**src/rtl/ninjakun_pkg.sv**
```systemverilog
// Shared constants and types for the Ninja-Kun I/O responder: address map,
// status bit positions and the PSG queue entry layout.
package ninjakun_pkg;

   // Read/write register addresses
   localparam logic [15:0] ADR_DSW1 = 16'hA000;
   localparam logic [15:0] ADR_DSW2 = 16'hA001;
   localparam logic [15:0] ADR_SCRX = 16'hA002;
   localparam logic [15:0] ADR_SCRY = 16'hA003;
   localparam logic [15:0] ADR_FLIP = 16'hA004;
   localparam logic [15:0] ADR_STAT = 16'hA005;

   // Window prefixes: PSG A010-A013 (upper 14 bits), palette C800-C9FF (upper 7 bits)
   localparam logic [13:0] ADR_PSG_HI = 14'(16'hA010 >> 2);
   localparam logic [6:0]  ADR_PAL_HI = 7'(16'hC800 >> 9);

   // Status byte layout {ovf,6'b0,qempty}
   localparam int unsigned STAT_OVF_BIT    = 7;
   localparam int unsigned STAT_QEMPTY_BIT = 0;

   localparam int unsigned PSG_ENTRY_W = 10;

   // One queued PSG access: {chip,addr/data} select plus the byte
   typedef struct packed {
      logic [1:0] sel;
      logic [7:0] dat;
   } psg_entry_t;

   function automatic logic [7:0] status_byte(input logic ovf, input logic qempty);
      logic [7:0] s;
      s                  = 8'h00;
      s[STAT_OVF_BIT]    = ovf;
      s[STAT_QEMPTY_BIT] = qempty;
      return s;
   endfunction

endpackage

```
**src/rtl/ninjakun_psgq.sv**
```systemverilog
// Synchronous FIFO buffering CPU writes to the PSGs until the next 3 MHz slot.
// Push to a full queue is accepted only when a pop happens in the same cycle.
module ninjakun_psgq
   import ninjakun_pkg::*;
#(
   parameter int unsigned DEPTH = 4
) (
   input  logic                         clk_i,
   input  logic                         rst_n_i,
   input  logic                         push_i,
   input  logic [PSG_ENTRY_W-1:0]       wdata_i,
   input  logic                         pop_i,
   output logic [PSG_ENTRY_W-1:0]       rdata_c,
   output logic                         full_c,
   output logic                         empty_c,
   output logic [$clog2(DEPTH):0]       count_o
);
   localparam int unsigned PW = $clog2(DEPTH);
   localparam int unsigned CW = PW + 1;

   logic [PSG_ENTRY_W-1:0] mem_q [DEPTH];
   logic [PW-1:0]          wptr_q, rptr_q;
   logic [CW-1:0]          count_q;
   logic                   do_push_c, do_pop_c;

   assign empty_c   = (count_q == '0);
   assign full_c    = (count_q == CW'(DEPTH));
   assign do_pop_c  = pop_i & ~empty_c;
   assign do_push_c = push_i & (~full_c | do_pop_c);
   assign rdata_c   = mem_q[rptr_q];
   assign count_o   = count_q;

   // Pointers wrap naturally because DEPTH is a power of two
   always_ff @(posedge clk_i) begin
      if (!rst_n_i) begin
         wptr_q  <= '0;
         rptr_q  <= '0;
         count_q <= '0;
      end else begin
         if (do_push_c) wptr_q <= wptr_q + PW'(1);
         if (do_pop_c)  rptr_q <= rptr_q + PW'(1);
         count_q <= count_q + CW'(do_push_c) - CW'(do_pop_c);
      end
   end

   // Storage needs no reset; occupancy decides what is valid
   always_ff @(posedge clk_i) begin
      if (do_push_c) mem_q[wptr_q] <= wdata_i;
   end

endmodule

```
**src/rtl/ninjakun_io_resp.sv**
```systemverilog
// Ninja-Kun shared-bus I/O responder: DIP/status reads, scroll/flip registers,
// palette write strobe and a queued PSG write port.
// Define NINJAKUN_IORESP_SCRDBUF_EN to latch scroll shadows into the active
// scroll outputs only on the VBLK rising edge.
module ninjakun_io_resp
   import ninjakun_pkg::*;
#(
   parameter int unsigned PSGQ_DEPTH = 4,
   parameter logic [7:0]  SCR_RST    = 8'h00
) (
   input  logic        CLK24M,
   input  logic        RESET,
   input  logic        CE3M,
   input  logic        VBLK,
   input  logic [15:0] CPADR,
   input  logic [7:0]  CPODT,
   output logic [7:0]  CPIDT,
   input  logic        CPRED,
   input  logic        CPWRT,
   input  logic [7:0]  DSW1,
   input  logic [7:0]  DSW2,
   output logic [7:0]  SCRPX,
   output logic [7:0]  SCRPY,
   output logic        FLIP,
   output logic        PALWE,
   output logic [8:0]  PALAD,
   output logic [7:0]  PALDT,
   output logic        PSGWE,
   output logic [1:0]  PSGSEL,
   output logic [7:0]  PSGDT
);
   localparam int unsigned CNT_W = $clog2(PSGQ_DEPTH) + 1;

   logic       wrt_q, rd_q, vblk_q;
   logic [7:0] cpidt_q, cpidt_d;
   logic [7:0] scrx_q, scrx_d, scry_q, scry_d;
   logic [7:0] scrpx_q, scrpx_d, scrpy_q, scrpy_d;
   logic       flip_q, flip_d;
   logic       palwe_q, palwe_d;
   logic [8:0] palad_q, palad_d;
   logic [7:0] paldt_q, paldt_d;
   logic       psgwe_q, psgwe_d;
   logic [1:0] psgsel_q, psgsel_d;
   logic [7:0] psgdt_q, psgdt_d;
   logic       ovf_q, ovf_d;

   logic                   wr_rise_c, rd_rise_c, vblk_rise_c;
   logic                   psg_hit_c, pal_hit_c;
   logic                   q_push_c, q_pop_c, q_full_c, q_empty_c;
   logic [PSG_ENTRY_W-1:0] q_rdata_c;
   logic [CNT_W-1:0]       q_count;
   psg_entry_t             q_wdata_c, q_head_c;
   logic [7:0]             rd_data_c;

   assign wr_rise_c   = CPWRT & ~wrt_q;
   assign rd_rise_c   = CPRED & ~rd_q;
   assign vblk_rise_c = VBLK & ~vblk_q;
   assign psg_hit_c   = (CPADR[15:2] == ADR_PSG_HI);
   assign pal_hit_c   = (CPADR[15:9] == ADR_PAL_HI);
   assign q_push_c    = wr_rise_c & psg_hit_c;
   assign q_pop_c     = CE3M & ~q_empty_c;
   assign q_wdata_c   = psg_entry_t'{sel: CPADR[1:0], dat: CPODT};
   assign q_head_c    = psg_entry_t'(q_rdata_c);

   ninjakun_psgq #(.DEPTH(PSGQ_DEPTH)) u_psgq (
      .clk_i   (CLK24M),
      .rst_n_i (RESET),
      .push_i  (q_push_c),
      .wdata_i (q_wdata_c),
      .pop_i   (q_pop_c),
      .rdata_c (q_rdata_c),
      .full_c  (q_full_c),
      .empty_c (q_empty_c),
      .count_o (q_count)
   );

   // Read decode; unmapped addresses float high
   always_comb begin
      rd_data_c = 8'hFF;
      case (CPADR)
         ADR_DSW1: rd_data_c = DSW1;
         ADR_DSW2: rd_data_c = DSW2;
         ADR_SCRX: rd_data_c = scrx_q;
         ADR_SCRY: rd_data_c = scry_q;
         ADR_FLIP: rd_data_c = {7'b0, flip_q};
         ADR_STAT: rd_data_c = status_byte(ovf_q, q_count == '0);
         default:  rd_data_c = 8'hFF;
      endcase
   end

   // Next-state for bus registers, strobes and overflow flag
   always_comb begin
      cpidt_d  = cpidt_q;
      scrx_d   = scrx_q;
      scry_d   = scry_q;
      scrpx_d  = scrpx_q;
      scrpy_d  = scrpy_q;
      flip_d   = flip_q;
      palwe_d  = 1'b0;
      palad_d  = palad_q;
      paldt_d  = paldt_q;
      psgwe_d  = 1'b0;
      psgsel_d = psgsel_q;
      psgdt_d  = psgdt_q;
      ovf_d    = ovf_q;

      if (CPRED) cpidt_d = rd_data_c;

      // Frame-boundary copy; a shadow write on this same edge lands next frame.
      // Without double buffering shadows already equal the outputs, so this is idle.
      if (vblk_rise_c) begin
         scrpx_d = scrx_q;
         scrpy_d = scry_q;
      end

      if (wr_rise_c) begin
         case (CPADR)
            ADR_SCRX: begin
               scrx_d = CPODT;
`ifndef NINJAKUN_IORESP_SCRDBUF_EN
               scrpx_d = CPODT;
`endif
            end
            ADR_SCRY: begin
               scry_d = CPODT;
`ifndef NINJAKUN_IORESP_SCRDBUF_EN
               scrpy_d = CPODT;
`endif
            end
            ADR_FLIP: flip_d = CPODT[0];
            default:  ;
         endcase
         if (pal_hit_c) begin
            palwe_d = 1'b1;
            palad_d = CPADR[8:0];
            paldt_d = CPODT;
         end
      end

      if (q_pop_c) begin
         psgwe_d  = 1'b1;
         psgsel_d = q_head_c.sel;
         psgdt_d  = q_head_c.dat;
      end

      // Clear on status read edge; a same-cycle overflow takes priority
      if (rd_rise_c && (CPADR == ADR_STAT)) ovf_d = 1'b0;
      if (q_push_c && q_full_c && !q_pop_c)  ovf_d = 1'b1;
   end

   // State registers with synchronous active-low reset
   always_ff @(posedge CLK24M) begin
      if (!RESET) begin
         wrt_q    <= 1'b0;
         rd_q     <= 1'b0;
         vblk_q   <= 1'b0;
         cpidt_q  <= 8'hFF;
         scrx_q   <= SCR_RST;
         scry_q   <= SCR_RST;
         scrpx_q  <= SCR_RST;
         scrpy_q  <= SCR_RST;
         flip_q   <= 1'b0;
         palwe_q  <= 1'b0;
         palad_q  <= '0;
         paldt_q  <= '0;
         psgwe_q  <= 1'b0;
         psgsel_q <= '0;
         psgdt_q  <= '0;
         ovf_q    <= 1'b0;
      end else begin
         wrt_q    <= CPWRT;
         rd_q     <= CPRED;
         vblk_q   <= VBLK;
         cpidt_q  <= cpidt_d;
         scrx_q   <= scrx_d;
         scry_q   <= scry_d;
         scrpx_q  <= scrpx_d;
         scrpy_q  <= scrpy_d;
         flip_q   <= flip_d;
         palwe_q  <= palwe_d;
         palad_q  <= palad_d;
         paldt_q  <= paldt_d;
         psgwe_q  <= psgwe_d;
         psgsel_q <= psgsel_d;
         psgdt_q  <= psgdt_d;
         ovf_q    <= ovf_d;
      end
   end

   assign CPIDT  = cpidt_q;
   assign SCRPX  = scrpx_q;
   assign SCRPY  = scrpy_q;
   assign FLIP   = flip_q;
   assign PALWE  = palwe_q;
   assign PALAD  = palad_q;
   assign PALDT  = paldt_q;
   assign PSGWE  = psgwe_q;
   assign PSGSEL = psgsel_q;
   assign PSGDT  = psgdt_q;

endmodule

```
**config.mk**
```make
export PLATFORM = sky130hd
export DESIGN_NAME = ninjakun_io_resp
export DESIGN_NICKNAME = d
export VERILOG_FILES = /design/src/rtl/ninjakun_pkg.sv /design/src/rtl/ninjakun_psgq.sv /design/src/rtl/ninjakun_io_resp.sv
export SDC_FILE = /design/constraint.sdc
export NUM_CORES = 1
export LEC_CHECK = 0
export CORE_ASPECT_RATIO = 0.5
export CORE_MARGIN = 10
export CORE_UTILIZATION = 30
export DETAILED_ROUTE_END_ITERATION = 10
export RECOVER_POWER = 50
export SLEW_MARGIN = 5
export SYNTH_ARGS = -nofsm -noshare
export SYNTH_HDL_FRONTEND = slang
export SYNTH_HIERARCHICAL = 1
export SYNTH_SLANG_ARGS = --single-unit
```
**constraint.sdc**
```tcl
create_clock -name CLK24M -period 5.2 [get_ports CLK24M]
set_input_delay 0.52 -clock CLK24M [delete_from_list [all_inputs] [get_ports CLK24M]]
set_output_delay 0.52 -clock CLK24M [all_outputs]
set_load 0.01 [all_outputs]
```
; ---- After elaboration in Yosys (flattened, before gate mapping)
; Memory sizes are Yosys's and may differ from the RTL's. A register that Yosys moved wholly into a read port is not among the register bits.
; Cells that the tools add are included.
[classes]
shift = 0
n_reduce_logical = 12
n_eq_ne = 9
add_sub_neg = 4
bitwise_logic = 13
muxes = 13
magnitude_cmp = 0
mul = 0
div = 0
[op_table]
columns = cell, n
row1 = == test 16 bit (second input constant), 6
row2 = two-way mux 8 bit, 6
row3 = case mux 8 bit (6 select lines), 1
row4 = == test 14 bit (second input constant), 1
row5 = AND reduction 2 bit, 5
row6 = bitwise AND 1 bit, 7
row7 = == test 7 bit (second input constant), 1
row8 = two-way mux 1 bit, 6
row9 = NOT 1 bit, 5
row10 = adder 2 x 1 -> 2 bit (second input constant), 2
row11 = adder 3 x 1 -> 3 bit, 1
row12 = == test 3 bit (second input constant), 1
row13 = logical AND 1 bit, 3
row14 = logical NOT 3 bit, 1
row15 = subtractor 3 x 1 -> 3 bit, 1
row16 = logical NOT 1 bit, 2
row17 = nonzero test 2 bit, 1
row18 = bitwise OR 1 bit, 1
[word_totals]
rom_bits = 0
regBits = 71
elab_cells = 69
latch_bits = 0
mem_bits_rw = 40
memories = 1
[mem_list]
columns = name, words, word_bits, read_ports, rd_clocked_by_memory_dff, write_ports, line_no
row1 = u_psgq.mem_q, 4, 10, 1, 1, 1, ninjakun_psgq.sv:21  ; logic [PSG_ENTRY_W-1:0] mem_q [DEPTH];

; ---- Logic depth before layout (Yosys ltp)
[depth]
word_depth = 8
ltp_mapped = 12

; ---- Modules after synthesis
; The synthesis kept the hierarchy.
[by_module_without_submodules]
columns = mod, instances, cells_per_inst, area_each_um2
row1 = ninjakun_io_resp, 1, 323, 3169.3
row2 = ninjakun_psgq, 1, 99, 1915.6

; ---- Least setup slack after synthesis
; OpenSTA, ideal clock, no wires.
[synth_path]
path_type = input to register
startpoint = input CPADR[9]
endpoint = register u_psgq.count_q[2] (netlist: u_psgq/count_o[2])
t_required_ns = 5.085
arrival_time_ns = 3.233
path_slack_ns = 1.852
setup_ns = 0.115
stages = 11
path_cell_list = or4b_4 > or3_1 > buf_6 > nor4_1 > or2_1 > a21bo_1 > ha_1 > fa_1 > xnor2_1 > xnor2_1 > and2_1
[synth_between]
elab_chain_cells = 5
[synth_rtl]
columns = item, line_no
row1 = "start, declared", ninjakun_io_resp.sv:15  ; input logic [15:0] CPADR,
row2 = == test 14 bit, ninjakun_io_resp.sv:58  ; assign psg_hit_c = (CPADR[15:2] == ADR_PSG_HI);
row3 = bitwise AND 1 bit, ninjakun_io_resp.sv:60  ; assign q_push_c = wr_rise_c & psg_hit_c;
row4 = via q_push_c, ninjakun_io_resp.sv:49  ; logic q_push_c, q_pop_c, q_full_c, q_empty_c;
row5 = bitwise AND 1 bit, ninjakun_psgq.sv:29  ; assign do_push_c = push_i & (~full_c | do_pop_c);
row6 = adder 3 x 1 -> 3 bit, ninjakun_psgq.sv:42  ; count_q <= count_q + CW'(do_push_c) - CW'(do_pop_c);
row7 = subtractor 3 x 1 -> 3 bit, ninjakun_psgq.sv:42
row8 = "end signal, assigned", ninjakun_psgq.sv:42
row9 = "end, declared", ninjakun_psgq.sv:23  ; logic [CW-1:0] count_q;
; The timed path passes the listed nets, and every way through them passes these cells.
; A chain may end at the register's enable or synchronous reset.

; ---- Worst setup path in the final report
[layout_path]
startpoint = input CPADR[8]
endpoint = register u_psgq.count_q[2] (netlist: u_psgq/count_o[2])
; Same word-level chain as after synthesis.

==> run metrics <==
status completed; cell at the slowest stage of the critical path or4b_1; RSZ-0062 raised after global routing false; fraction of registers with async set/reset 0; CP Cell Sequence clkdlybuf4s50_1 -> or4b_1 -> or3_1 -> nor4_1 -> or2_1 -> a21bo_1 -> ha_1 -> fa_1 -> xnor2_1 -> xnor2_1 -> and2_1; clock buffer depth 2; multi-input logic area 2090 um2; Port Buffers 99; GRT Util Overall 0.116; CP max stage delay 590 ps; Synth Instances 422; fill count 1535; Total Neg Setup Slack 0 ps; Final Cell Area 6880 um2; Min-Delay Path Class reg2reg; #FFs+latches synth 123; Synth Warn # 6; Clk network pwr share 0.519; MaxCap Viol Count 0; Synth area leader dfxtp_1; Gate power share 0.042; First DRT Iteration DRCs 200; clk sinks 123; arrival time worst endpoint 3990 ps; placement row count 33; ys flop type dfxtp_1; DRC Markers 0; CP endpoint kind flip-flop; Worst IR Drop VDD 0.230 mV; LEAKAGE 2.63 nW; Synth Cell Area 5080 um2; Slew HR 0.0247; Core Box Area 16500 um2; EDFF count, synth 40; diode count 0; power per cell area 328 nW/um2; top cells by area, synth dfxtp_1 33%, edfxtp_1 24%, mux4_2 7.1%, mux2i_1 6.9%, nand2_1 4.6%; vias in the first global route 3508; initial antenna violation count 0; Vias/cell 4.51; most prevalent standard cell on the critical path xnor2_1; Syn Nets 474; die width 204 um; Slew Viols, Final 0; vias 3412; CTS buffer count 17; Post-CTS Setup Bufs 0; sequential share of the synthesized area 0.563; Worst Skew 11.8 ps; net switching fraction of the power 0.200; Req. time, crit path 5510 ps; dpl hpwl 9390 um; Nets 569; Period Utilization, post-route 0.709; CTS resizes 0; clk_lat worst skew 410 ps; io pins 100; final setup vio count 0; Max Clk Rate 271 MHz; Cell Int Power 1.81 mW; Reg clk slew, reported paths 60 ps; drt first pass iters 4; Avg WL per Cell 17.3 um; Hold Buf Count CTS 0; Setup crit start kind primary input; largest net degree at the start of global routing 47; register area 2860 um2; first-pass GRT wire length 20400 um; mean area per synthesized cell 12.0 um2; Initial Util 0.309; total grt overflow 0; share of cells above drive strength 1 0.143; crit path max fanout 8; Setup CP Type in2reg; CTS root buf clkbuf_16; Post-Route WL 13100 um; post-synth top area share 0.327; Cell variety after synth 50; final hold vios 0; Placement Cell Area 6290 um2; htree depth 4; Die Y-Extent 112 um; Reg power frac 0.439; NetSw 0.452 mW; Final Critical Period 3690 ps; actual slew at the worst max-slew pin 1460 ps; Routed Antenna Nets 0; GPL Wtd Cong 0.789; TritonCTS clock tree done; die area 22900 um2; area delta synth->final 35.3%
-- flip-flops by register name, summed over array words and instances (netlist names), 2 cells and up, named ones only --
name and flops:
SCRPY 8, SCRPX 8, CPIDT 8, scrx_q 8, u_psgq/count_o 3, PSGSEL 2, u_psgq/rptr_q 2, u_psgq/wptr_q 2
PALAD 9, u_psgq/mem_q 40, PALDT 8, PSGDT 8, scry_q 8
-- worst paths after layout --
path | cells after the start | slack, ps | from | to
worst max register to register | 11 | 2010 | u_psgq/count_o[1] | u_psgq/count_o[2]
worst max-delay path | 11 | 1510 | CPADR[8] | u_psgq/count_o[2]
worst min register to register | 2 | 450 | PSGSEL[1] | PSGSEL[1]
worst min-delay path | 2 | 450 | PSGSEL[1] | PSGSEL[1]
-- worst max-delay path, delay by kind of cell --
family                   cells  cell delay (ps)
AO/OA/AOI/OAI                1              210
buffers and inverters        1              460
AND/OR/NAND/NOR              5             1930
XOR/XNOR                     2              270
adder cells (fa/ha/maj)      2              600
-- metrics by stage --
step           hold slack, ps  total power, mW  std cells  setup WS, ps  utilization
5_1_grt                   475             2.33        757          1320        0.418
2_1_floorplan             445             1.05        422          1850            -
4_1_cts                   457             2.28        757          1500        0.418
6_report                  448             2.26        757          1510        0.418
3_3_place_gp              444             1.11        725          1110        0.382
3_5_place_dp              449             1.11        725          1070        0.382
-- area by class of cell --
| class | instances | area share |
|---|---|---|
| inverter | 9 | 0.00491 |
| multi-input combinational | 263 | 0.303 |
| clock buffer | 26 | 0.0742 |
| tap | 227 | 0.0413 |
| timing repair buffer | 103 | 0.148 |
| sequential | 123 | 0.416 |
| clock inverter | 6 | 0.0124 |
-- placed cells by master (no fill, tap or decap), types with 2 or more instances in the layout --
master / instances
dfxtp_1: 83
dlygate4sd3_1: 65
nand2_1: 62
edfxtp_1: 40
mux2i_1: 35
clkdlybuf4s50_1: 34
nor2_1: 30
a21oi_1: 19
clkbuf_16: 18
mux2_2: 17
mux4_2: 16
a22o_1: 14
and2_1: 13
inv_1: 9
clkbuf_1: 6
nand2b_1: 5
ha_1: 5
nor3_1: 4
o2bb2ai_1: 4
xnor2_1: 4
nor4b_1: 3
clkbuf_8: 3
buf_4: 3
nor4_1: 2
nand3_1: 2
o31a_1: 2
nor4_4: 2
bufinv_16: 2
clkinv_2: 2
clkinvlp_4: 2
-- cell families (layout without fill, tap and decap cells) --
group                    count (synthesis)  count (layout)  synth area share
AO/OA/AOI/OAI                           51              51            0.0792
XOR/XNOR                                 4               4           0.00689
multiplexers                            68              68             0.177
AND/OR/NAND/NOR                        134             134             0.128
flip-flops                             123             123             0.563
adder cells (fa/ha/maj)                  6               6            0.0162
buffers and inverters                   36             144            0.0295
-- per-layer routing --
layer  vias up  GRT usage  wire length (um)
li1       1707          -                 -
met1      1648      0.140              5780
met2        49      0.190              6650
met3         8     0.0347               553
met4         0     0.0456               104
met5         -          0                 0
-- cells in the mapped netlist (4+ instances only) --
cell,n
mux2_2,17
ha_1,5
nand2_1,62
mux2i_1,35
a22o_1,14
nor3_1,4
clkbuf_1,20
xnor2_1,4
edfxtp_1,40
a21oi_1,19
mux4_2,16
nor2_1,30
o2bb2ai_1,4
and2_1,13
dfxtp_1,83
inv_1,9
nand2b_1,5
-- power groups by stage --
stage | Combinational (mW) | Clock [mW] | Sequential, mW
final | 0.0944 | 1.17 | 0.993
after global routing | 0.103 | 1.24 | 0.993
after CTS | 0.0978 | 1.19 | 0.993
after detailed placement | 0.0973 | 0 | 1.01
after global placement | 0.0961 | 0 | 1.01
after floorplan | 0.0400 | 0 | 1.01
(Power assumes the default switching activity.)
==> RTL change 1: new RTL, config.mk and constraints unchanged <==
Put one more register stage on the output `SCRPX`, cleared by the reset. The value now appears one clock later. The other outputs are not delayed to match.
--- a/src/rtl/ninjakun_io_resp.sv
+++ b/src/rtl/ninjakun_io_resp.sv
@@ -190,3 +190,9 @@
    assign CPIDT  = cpidt_q;
-   assign SCRPX  = scrpx_q;
+   always_ff @(posedge CLK24M) begin
+      if (!RESET) begin
+         SCRPX <= '0;
+      end else begin
+         SCRPX <= scrpx_q;
+      end
+   end
    assign SCRPY  = scrpy_q;
Function: changed (Yosys sat finds a counterexample within 4 cycles, from zero or initial values and one cycle with RESET low).
==> RTL change 1 against the original RTL <==
  * The run now ends with max-capacitance violations, max-slew violations left
  * Register-to-register slack better by 0.08 ns
  * Routed wire length grew 7.9%
  * Setup slack gained 0.40 ns
  * Combinational power is 3.1% higher
  * Sequential cell count grew 8
  * Power is 5.9% higher
  * Die area up 3.2%
  * Via count is 10% higher
  * Final area grew 2.5%
  * Synthesized area rose by 3.7%
  * Sequential share of layout area increased by 1.3 points
  * Global-route usage up 0.30 points
  * Non-clock buffer count unchanged
==> RTL change 1: results (changes against the original RTL) <==
timing:
  worst_hold_slack_ns: 0.452  # +0.00338 ns
  skew_ns: 0.00763  # -0.00418 ns
  relSlewSlack: -0.483  # -0.508
  drv_slew: 47  # +47
logic_synthesis:
  synth.mux.area_fraction: 0.132  # -0.0455
  ys_top_cells_by_area: "dfxtp_1, edfxtp_1, mux2i_1, mux4_2, mux2_2"
  synth_compound_area_frac: 0.118  # +0.0384
  synth-adder-area-share: 0.0157  # -0.000582
  syn_nets: 498  # +5.1%
  seq_area_frac_synth: 0.573  # +0.0102
  synth_xor_area_frac: 0.00664  # -0.000247
critical_path:
  critical_path.startpoint: "RESET"
  worst-path-max-fanout: 46  # +38
  crit_end: "ovf_q$_SDFFE_PN0P_"
  critPathArrivalTime_ns: 3.47  # -0.52 ns
  slowest_delay_ns: 1.61  # +1.02 ns
route:
  firstDrtPassIters: 5  # +1
  first_iter_violations: 194  # -3.0%
  vias: 3763  # +10%
  wl_um: 14100  # +7.9%
finish:
  fin_nets: 589  # +3.5%
  drive_gt1_frac: 0.115  # -0.0289
global_route:
  grt_use_total: 0.119  # +0.00297
  grtUsageMet3: 0.0297  # -0.00499
  grt_pass1_wl_um: 21900  # +7.2%
  use_met1: 0.147  # +0.00746
clock_tree:
  cts_setup_buffers: 0  # unchanged
  clockBufferDepth: 2  # unchanged
  cts-buffers-inserted: 17  # unchanged
run_status:
  status: "finished, violations left"
  violations: "max-capacitance violations, max-slew violations"
pwr:
  vdd_drop_max_v: 0.000237  # +3.2%
  leakagePower_uw: 0.00270  # +2.5%
place:
  hpwlAfterDp_um: 10000  # +7.0%
  gp_congestion: 0.755  # -4.2%
job:
  maxCapViolations: 1  # +1
[RTL change 1: stage by stage]
step	utilization	worst slack (ns)	instance area [um2]	std cells
global route	0.407	1.53	7050	784
finish	0.407	1.91	7050	784
floorplan	-	2.64	5270	446
CTS	0.408	2.03	7060	784
global placement	0.372	1.84	6450	752
detailed placement	0.372	1.76	6450	752
[RTL change 1: kinds of logic after synthesis]
kind of cell | after synthesis
xor gates and xnor gates | 4
muxes | 55
AOI/OAI and AO/OA | 94
DFF | 131
and+or+nand+nor | 119
adders and majority gates | 6
buffers and inverters | 37
[RTL change 1: critical path: cells and delay by family]
kind / cells / cell delay [ns]
buffers and inverters: 4 / 2.76
AO/OA/AOI/OAI: 1 / 0.18
[RTL change 1: how the worst min path moves through the flow]
stage	to	from	depth (start not counted)
6_report	PSGSEL[1]$_SDFFE_PN0P_	PSGSEL[1]$_SDFFE_PN0P_	2
5_1_grt	PSGSEL[0]$_SDFFE_PN0P_	PSGSEL[0]$_SDFFE_PN0P_	2
4_1_cts	PSGSEL[0]$_SDFFE_PN0P_	PSGSEL[0]$_SDFFE_PN0P_	2
3_5_place_dp	PSGSEL[0]$_SDFFE_PN0P_	PSGSEL[0]$_SDFFE_PN0P_	2
3_3_place_gp	PSGDT[0]$_SDFFE_PN0P_	PSGDT[0]$_SDFFE_PN0P_	2
2_1_floorplan	SCRPX[0]$_SDFF_PN0_	scrpx_q[0]$_SDFF_PN0_	1
[RTL change 1: final cells by class]
type / instances / area, um2
fill: 1610 / 10300
sequential: 131 / 3020
multi-input combinational: 278 / 2090
timing repair buffer: 103 / 1010
clock buffer: 19 / 433
tap: 234 / 293
clock inverter: 13 / 183
inverter: 6 / 22.5
[RTL change 1: per-layer routing]
layer / part of all wire / up-vias / wire length [um]
met1: 0.45 / 1847 / 6360
li1: - / 1810 / -
met4: 0.011 / 0 / 159
met3: 0.055 / 14 / 777
met2: 0.48 / 92 / 6810
met5: 0 / - / 0
[RTL change 1: power by group]
group | switching [uW] | internal (uW)
clock | 439 | 803
sequential | 0.410 | 1050
combinational | 52.5 | 44.9
==> RTL change 2: new RTL, same flow settings <==
Without the edit above. The parameter `PSGQ_DEPTH` goes from 4 to 16.
--- a/src/rtl/ninjakun_io_resp.sv
+++ b/src/rtl/ninjakun_io_resp.sv
@@ -7,3 +7,3 @@
 #(
-   parameter int unsigned PSGQ_DEPTH = 4,
+   parameter int unsigned PSGQ_DEPTH = 16,
    parameter logic [7:0]  SCR_RST    = 8'h00
Check against the original RTL: no difference found for any inputs over 4 cycles, from zero or initial values and one cycle with RESET low; that may be too few to reach the edited logic, so the function may still have changed.
==> RTL change 2 against the original RTL <==
  * The run now ends with max-capacitance violations, max-slew violations left
  * Global-route usage increased by 0.78 points
  * Sequential share of layout area increased by 12 points
  * Critical path depth rose by 4
  * Final area grew 79%
  * Maximum frequency fell by 13%
  * Power increased by 100%
  * Non-clock buffer count is 5 higher
  * Setup slack worse by 0.57 ns
  * Synthesized area is 100% higher
  * Clock skew grew 0.0037 ns
  * Sequential cell count increased by 128
  * Routed wire length rose by 100%
  * Critical path type is now flop to flop
  * Highest routed layer is now met5
==> RTL change 2: results (changes against the original RTL) <==
timing:
  drv_slew: 11  # +11
  skew_ns: 0.0155  # +0.00366 ns
  fin_crit_ns: 4.25  # +0.566 ns
logic_synthesis:
  synth_compound_area_frac: 0.0835  # +0.00428
  synth.mux.area_fraction: 0.129  # -0.0487
  synth_commonest_cells: "edfxtp_1, dfxtp_1, nand2_1"
  netlist-cell-type-count: 55  # +10%
  syn_nets: 720  # +52%
  ys_top_cells_by_area: "edfxtp_1, dfxtp_1, mux4_2, mux2i_1, mux4_1"
  synth_xor_area_frac: 0.00688  # -0.0000127
  synth-adder-area-share: 0.0155  # -0.000767
  synth_edf_count: 160  # +300%
  avgSynthCellArea_um2: 15.4  # +28%
global_route:
  antenna_found_initial: 2  # +2
  use_met1: 0.152  # +0.0125
  grt_pass1_wl_um: 39500  # +93%
  grt_pass1_vias: 6146  # +75%
  grt_use_total: 0.123  # +0.00782
  met2_usage: 0.221  # +0.0317
critical_path:
  crit_type: "flop to flop"
  slowest_stage: "o21ai_2"
  slowest_delay_ns: 0.62  # +0.03 ns
  r2r_end: "u_psgq/count_o[4]$_SDFF_PN0_"
  rrSetupSlack_ns: 0.95  # -1.06 ns
route:
  wire_per_inst_um: 21.8  # +26%
  vias_per_cell: 5.00  # +11%
  wirelength_met1_um: 11200  # +94%
  first_iter_violations: 442  # +120%
  top_layer_used: "met5"
  wl_um: 26600  # +100%
place:
  placedCellCount: 1176  # +62%
  hpwlAfterDp_um: 18100  # +93%
  pre_cts_slack_ns: 0.920  # -0.148 ns
finish:
  fin_nets: 820  # +44%
  drive_gt1_frac: 0.103  # -0.0407
  largest_reg_flops: 160  # +300%
pwr:
  vdd_drop_max_v: 0.000191  # -17%
  leakagePower_uw: 0.00409  # +55%
job:
  maxCapViolations: 1  # +1
clock_tree:
  clockBufferDepth: 3  # +1
  cts-buffers-inserted: 25  # +8
  clk_latency_ns: 0.51  # +0.10 ns
run_status:
  status: "finished, violations left"
  violations: "max-capacitance violations, max-slew violations"
[RTL change 2: cell types whose count changed after synthesis, sizes merged, moves of 14 or more]
cell | before | now
nand2 | 62 | 44
buf | 7 | 21
nor2b | 0 | 24
mux2 | 17 | 0
a22oi | 1 | 26
mux4 | 16 | 42
edfxtp | 40 | 160
[RTL change 2: layout make-up]
class                           instances  area share
Sequential cell                       251       0.538
Clock inverter                         14     0.00945
Inverter                               12     0.00366
Timing Repair Buffer                  108      0.0853
Multi-Input combinational cell        364       0.266
Tap cell                              441      0.0448
Antenna cell                            1    0.000203
Clock buffer                           30      0.0523
[RTL change 2: how the worst min path moves through the flow]
| stage | depth (start not counted) | start | slack (ns) | end |
|---|---|---|---|---|
| 3_5_place_dp | 2 | PSGDT[3]$_SDFFE_PN0P_ | 0.47 | PSGDT[3]$_SDFFE_PN0P_ |
| 5_1_grt | 2 | PSGDT[3]$_SDFFE_PN0P_ | 0.50 | PSGDT[3]$_SDFFE_PN0P_ |
| 6_report | 2 | PSGDT[7]$_SDFFE_PN0P_ | 0.47 | PSGDT[7]$_SDFFE_PN0P_ |
| 3_3_place_gp | 1 | scry_q[0]$_SDFFE_PN0P_ | 0.46 | scry_q[0]$_SDFFE_PN0P_ |
| 4_1_cts | 2 | PSGDT[3]$_SDFFE_PN0P_ | 0.48 | PSGDT[3]$_SDFFE_PN0P_ |
| 2_1_floorplan | 1 | scry_q[0]$_SDFFE_PN0P_ | 0.44 | scry_q[0]$_SDFFE_PN0P_ |
[RTL change 2: worst min-delay path, delay by kind of cell, from the launching register on]
family	cells	cell delay (ns)
AOI/OAI and AO/OA	1	0.06
DFF	1	0.31
and+or+nand+nor	1	0.05
[RTL change 2: cells by family (layout without fill, tap and decap cells)]
| family | Yosys count | count (layout) |
|---|---|---|
| xor+xnor | 8 | 8 |
| mux | 74 | 74 |
| other cells | 0 | 1 |
| buf+inv | 47 | 164 |
| fa+ha+maj | 12 | 12 |
| simple gates | 161 | 161 |
| compound gates | 109 | 109 |
| flops | 251 | 251 |
[RTL change 2: per-stage QoR]
| stage | util | hold slack (ns) | power [uW] | cell area (um2) |
|---|---|---|---|---|
| floorplan | - | 0.442 | 2720 | 10200 |
| global route | 0.370 | 0.497 | 4780 | 12300 |
| detailed placement | 0.348 | 0.467 | 2980 | 11600 |
| CTS | 0.371 | 0.475 | 4660 | 12400 |
| global placement | 0.348 | 0.456 | 2950 | 11600 |
| finish | 0.370 | 0.466 | 4600 | 12300 |
[RTL change 2: power by group through the flow]
stage	clock network (uW)	logic (uW)	registers, uW
finish	1690	660	2250
global placement	0	659	2300
CTS	1720	680	2260
detailed placement	0	677	2300
global route	1810	713	2260
floorplan	0	479	2240
